--- config.mk ---
export PLATFORM = sky130hd
export DESIGN_NAME = or_tree_pipe
export DESIGN_NICKNAME = d
export VERILOG_FILES = /design/src/rtl/or_tree_pkg.sv /design/src/rtl/or_tree_stage.sv /design/src/rtl/or_tree_pipe.sv
export SDC_FILE = /design/constraint.sdc
export NUM_CORES = 1
export LEC_CHECK = 0
export BUFFER_PORTS_ARGS = -buffer_cell sky130_fd_sc_hd__buf_2
export CORE_UTILIZATION = 31
export CTS_CLUSTER_SIZE = 40
export DETAILED_ROUTE_END_ITERATION = 8
export GPL_TIMING_DRIVEN = 1
export HOLD_SLACK_MARGIN = 0.15
export PLACE_DENSITY = 0.87
export SLEW_MARGIN = 20
export SYNTH_ARGS = -nofsm -noshare
export SYNTH_HDL_FRONTEND = slang
export SYNTH_SLANG_ARGS = --single-unit
export TNS_END_PERCENT = 10
--- constraint.sdc ---
create_clock -name CK -period 1 [get_ports CK]
set_input_delay 0.15 -clock CK [delete_from_list [all_inputs] [get_ports CK]]
set_output_delay 0.15 -clock CK [all_outputs]
set_load 0.01 [all_outputs]
--- src/rtl/or_tree_pkg.sv ---
// Shared sizing helpers for radix-R reduction trees (OR today, AND/XOR variants later).
package or_tree_pkg;

    function automatic int unsigned pow_int(input int unsigned base, input int unsigned exp);
        int unsigned result;
        result = 1;
        for (int unsigned i = 0; i < exp; i++) begin
            result = result * base;
        end
        return result;
    endfunction

    // Number of reduction levels; at least one even when width fits in a single group.
    function automatic int unsigned clog_radix(input int unsigned width, input int unsigned radix);
        int unsigned levels;
        int unsigned span;
        levels = 1;
        span   = radix;
        while (span < width) begin
            span   = span * radix;
            levels = levels + 1;
        end
        return levels;
    endfunction

    function automatic int unsigned pad_width(input int unsigned width, input int unsigned radix);
        return pow_int(radix, clog_radix(width, radix));
    endfunction

endpackage

--- src/rtl/or_tree_stage.sv ---
// One registered level of the OR tree: groups of RADIX input bits reduce to one output bit.
module or_tree_stage #(
    parameter int unsigned IN_W  = 8,
    parameter int unsigned RADIX = 8
) (
    input  logic                             CK,
    input  logic                             RN,
    input  logic                             CE,
    input  logic [IN_W-1:0]                  D,
    output logic [(IN_W+RADIX-1)/RADIX-1:0] Q
);

    localparam int unsigned OUT_W = (IN_W + RADIX - 1) / RADIX;
    localparam int unsigned PAD_W = OUT_W * RADIX;

    logic [PAD_W-1:0] d_pad;
    logic [OUT_W-1:0] q_d;

    always_comb begin
        d_pad           = '0;
        d_pad[IN_W-1:0] = D;
        q_d             = '0;
        for (int g = 0; g < OUT_W; g++) begin
            q_d[g] = |d_pad[g*RADIX +: RADIX];
        end
    end

    always_ff @(posedge CK or negedge RN) begin
        if (!RN) begin
            Q <= '0;
        end else if (CE) begin
            Q <= q_d;
        end
    end

endmodule

--- src/rtl/or_tree_pipe.sv ---
// Pipelined wide-OR reduction with valid tracking, clock enable and optional sticky flag.
module or_tree_pipe
    import or_tree_pkg::*;
#(
    parameter int unsigned WIDTH  = 64,
    parameter int unsigned RADIX  = 8,
    parameter bit          STICKY = 1'b0
) (
    input  logic             CK,
    input  logic             RN,
    input  logic             CE,
    input  logic [WIDTH-1:0] A,
    input  logic             VI,
    input  logic             CLR,
    output logic             Z0,
    output logic             VO,
    output logic             ZS
);

    localparam int unsigned L  = clog_radix(WIDTH, RADIX);
    localparam int unsigned PW = pad_width(WIDTH, RADIX);

    logic [PW-1:0] a_pad;
    logic [PW-1:0] lvl [0:L];

    always_comb begin
        a_pad            = '0;
        a_pad[WIDTH-1:0] = A;
    end

    assign lvl[0] = a_pad;

    for (genvar k = 0; k < L; k++) begin : g_level
        localparam int unsigned IN_W  = PW / pow_int(RADIX, k);
        localparam int unsigned OUT_W = IN_W / RADIX;

        or_tree_stage #(
            .IN_W  (IN_W),
            .RADIX (RADIX)
        ) u_stage (
            .CK (CK),
            .RN (RN),
            .CE (CE),
            .D  (lvl[k][IN_W-1:0]),
            .Q  (lvl[k+1][OUT_W-1:0])
        );

        if (OUT_W < PW) begin : g_fill
            assign lvl[k+1][PW-1:OUT_W] = '0;
        end
    end

    // v_chain[0] is the live input; v_chain[L] is the output-aligned valid.
    logic [L-1:0] v_q;
    logic [L:0]   v_chain;

    assign v_chain = {v_q, VI};

    always_ff @(posedge CK or negedge RN) begin
        if (!RN) begin
            v_q <= '0;
        end else if (CE) begin
            v_q <= v_chain[L-1:0];
        end
    end

    assign VO = v_chain[L];
    assign Z0 = lvl[L][0];

    // Values about to be loaded into the final stage; the last level's input is exactly RADIX wide.
    logic z0_next;
    logic vo_next;

    assign z0_next = |lvl[L-1][RADIX-1:0];
    assign vo_next = v_chain[L-1];

    if (STICKY) begin : g_sticky
        logic zs_q;

        always_ff @(posedge CK or negedge RN) begin
            if (!RN) begin
                zs_q <= 1'b0;
            end else if (CE) begin
                zs_q <= (zs_q & ~CLR) | (vo_next & z0_next);
            end
        end

        assign ZS = zs_q;
    end else begin : g_no_sticky
        assign ZS = 1'b0;
    end

endmodule

* Word-level counts from Yosys, hierarchy flattened
Cells that the tools add are included.
** Storage, ports and cells
- Register bits after elaboration :: 11
- Bits of input ports :: 69
- Logic and storage cells :: 12
** Cells by class
- Reduce and logical (&&, ||, !) cells :: 9
** Operators by type and width (count)
- $reduce_or 8->1 :: 9

* Logic depth before layout (Yosys ltp)
- Depth after elaboration :: 1
- Gate-level depth with buffers :: 3
- Mapped depth without buffers :: 2

* Cells and area by module
A second synthesis with hierarchy kept.
** Unflattened totals
- Cell total of the unflattened synthesis :: 61
- Area total of the unflattened synthesis :: 580.6 um^2
** Modules (own cells, without submodules)
- or_tree_stage at g_level[0].u_stage :: instances 1, cells each 49, area each 437.9 um^2, seq. area each 200.2 um^2
- or_tree_pipe :: instances 1, cells each 6, area each 83.8 um^2, seq. area each 50.0 um^2
- or_tree_stage at g_level[1].u_stage :: instances 1, cells each 6, area each 58.8 um^2, seq. area each 25.0 um^2

* Least setup slack after synthesis
OpenSTA, ideal clock, no wires.
- Kind :: register to register
- Start point :: register g_level[0].u_stage.Q[2]
- End point :: register g_level[1].u_stage.Q
- Library setup time :: 141 ps
- Arrival :: 733 ps
- Setup slack :: 126 ps
- Stages on the path, launching flop included :: 3
- Buffers on the path :: 0
- Cells stage by stage :: dfrtp_1 nor4_1 a41oi_1
** On the way
- Longest elaborated chain between the ends :: 1
** RTL lines
- from (decl) :: line or_tree_stage.sv:10 : output logic [(IN_W+RADIX-1)/RADIX-1:0] Q
- from (signal assigned) :: line or_tree_stage.sv:32 : Q <= q_d;
- $reduce_or 8->1
- to (signal assigned) :: line or_tree_stage.sv:32
- to (decl) :: line or_tree_stage.sv:10
No other way between the ends.
A chain may end at the register's enable or synchronous reset.

* Final worst setup path
Ends and elaborated chain as after synthesis.

==> impl_metrics.json <==
{
  "grtUsageTotal_pct": 19.06,
  "irDropWorstVdd_v": 0.0005981,
  "critPathKind": "flop to flop",
  "final_common_cell": "buf_2",
  "r2r_slack_ns": 0.04,
  "endpoint": "g_level[1].u_stage.Q",
  "drcViolationCount": 0,
  "cts_setup_buffers": 0,
  "clk_pin_slew_ns": 0.07,
  "wl_per_cell_um": 10.66,
  "fmax_mhz": 1038,
  "syn2layout_area_growth_pct": 84.32,
  "cts_buffer_depth": 2,
  "cts_sinks": 11,
  "num_vias": 767,
  "drive_gt1_share_pct": 54.17,
  "final_cell_mix": "69 x buf_2, 11 x dfrtp_1, 10 x nor2_1, 10 x dlygate4sd3_1, 9 x nor3_1",
  "start_kind": "flop",
  "yosysWarnings": 0,
  "die_h_um": 45.65,
  "end_kind": "flop",
  "skew_ns": 0.004448,
  "rsz0062_at_grt": "true",
  "final_cells": 169,
  "rows": 15,
  "dr.pass1.iters": 3,
  "cts_tree": "built",
  "syn-mean-instance-area_um2": 9.525,
  "crit_required_ns": 1.13,
  "gp_congestion": 0.6708,
  "start_util_pct": 33.48,
  "cp.arrival_ns": 1.09,
  "vias_per_cell": 4.538,
  "yosysSeqAreaShare_pct": 46.61,
  "syn-cell-area_um2": 590.6,
  "post-route-period-util_pct": 96.30,
  "hpwlAfterDp_um": 1452,
  "n_fill_cell": 179,
  "io_buffers": 69,
  "pre_cts_slack_ns": 0.004541,
  "p_per_area_mw_per_mm2": 901.8,
  "ys_seq_elements": 11,
  "n_antenna_cell": 0,
  "die_w_um": 45.65,
  "wl_um": 1802,
  "synth_cells": 62,
  "grt_max_degree": 12,
  "numCtsBuffers": 3,
  "worstReg2RegStart": "g_level[0].u_stage.Q[2]",
  "grt_pass1_vias": 779,
  "dpl_cell_area_um2": 955.9,
  "antenna_found_initial": 0,
  "cp_cell_sequence": "nor4_2 > a41oi_1",
  "grt_pass1_wl_um": 2849,
  "slowest_delay_ns": 0.39,
  "placedCellCount": 155,
  "cpMaxStageDelayCell": "dfrtp_1",
  "drv_cap": 0,
  "stdcell_area_mm2": 0.001089,
  "status": "finished, final reports clean",
  "min_path_type": "input port to flop",
  "hold_viol_final": 0,
  "setup_slack_ns": 0.03703,
  "setup_viol": 0,
  "cp-startpoint": "g_level[0].u_stage.Q[2]",
  "cts_root_buf": "clkbuf_4",
  "fin_nets": 214,
  "crit_path_max_fanout": 2,
  "h-tree-depth": 1,
  "overflow": 0,
  "slew_violations": 0,
  "clock_latency_ns": 0.26,
  "min_period_ns": 0.9630,
  "syn_nets": 131,
  "ant_nets": 0,
  "reg2reg_to": "g_level[1].u_stage.Q",
  "synth_cell_types": 12,
  "ff2ff_path_depth": 2,
  "first_iter_violations": 5,
  "io_pins": 72,
  "die_area_mm2": 0.002083,
  "core_mm2": 0.001764,
  "fin_tns_setup_ns": 0,
  "leakage_nw": 0.5362
}
worst min-delay path by stage:
stage                     depth (start not counted)                       to   from
after global routing                              3  g_level[0].u_stage.Q[3]  A[30]
final                                             3  g_level[0].u_stage.Q[3]  A[30]
after detailed placement                          1                   v_q[0]     RN
after CTS                                         3  g_level[0].u_stage.Q[3]  A[30]
after floorplan                                   0  g_level[0].u_stage.Q[0]     RN
after global placement                            1                   v_q[1]     RN
cells by family after synthesis:
kind of cell / Yosys count / share of synthesized area, %
AND/OR/NAND/NOR: 28 / 26.48
other: 1 / 0.6350
flip-flops: 11 / 46.61
AO/OA/AOI/OAI: 9 / 12.92
buffers and inverters: 11 / 9.533
multiplexers: 2 / 3.813
timing repair:
action	4_1_cts	5_1_grt
hold endpoints to repair	19	0
endpoints found under the setup margin	1	1
hold buffers	10	0
resized for setup	1	0
power by group:
part	internal, mW	total (mW)	switching, mW
logic	0.149	0.233	0.0848
clock network	0.154	0.287	0.133
registers	0.456	0.461	0.00464
stage by stage:
step / total power, mW / util, % / hold WS (ns)
4_1_cts: 1.002 / 61.70 / 0.1531
3_3_place_gp: 0.6643 / 54.18 / 0.03143
5_1_grt: 1.047 / 61.70 / 0.1824
2_1_floorplan: 0.5254 / - / -0.1456
6_report: 0.9817 / 61.70 / 0.1619
3_5_place_dp: 0.6732 / 54.18 / 0.03365
worst max-delay path, delay by kind of cell (launching register included):
family | cells | cell delay [ns]
AND/OR/NAND/NOR | 1 | 0.29
AO/OA/AOI/OAI | 1 | 0.14
flip-flops | 1 | 0.39
metal layers:
layer | part of all wire [%] | up-vias | GRT usage [%] | routed length, um
li1 | - | 395 | - | -
met1 | 39 | 329 | 19.75 | 700
met2 | 52 | 43 | 36.86 | 933
met3 | 9.3 | 0 | 5.952 | 168
met4 | 0 | 0 | 3.636 | 0
met5 | 0 | - | 0 | 0
flip-flops by register name, summed over array words and instances, names as in the netlist:
register,count
g_level.u_stage.Q,9
v_q,2
synth_stat cells:
master | instances | share of area [%]
a41oi_1 | 8 | 12
inv_1 | 8 | 5.1
a31oi_1 | 1 | 1.1
nor2_1 | 10 | 6.4
nor4_1 | 8 | 8.5
dfrtp_1 | 11 | 47
mux2_2 | 2 | 3.8
nor4b_4 | 1 | 4.0
buf_6 | 1 | 1.9
conb_1 | 1 | 0.63
buf_4 | 2 | 2.5
nor3_1 | 9 | 7.6
cell type report:
| cell class | instances | area (um2) | area share, % |
|---|---|---|---|
| multi-input cells | 40 | 265.3 | 24.37 |
| clock buffers | 4 | 26.28 | 2.414 |
| repair buffers | 81 | 460.4 | 42.30 |
| well taps | 25 | 31.28 | 2.874 |
| inverters | 8 | 30.03 | 2.759 |
| flip-flops and latches | 11 | 275.3 | 25.29 |
(Power assumes the default switching activity.)
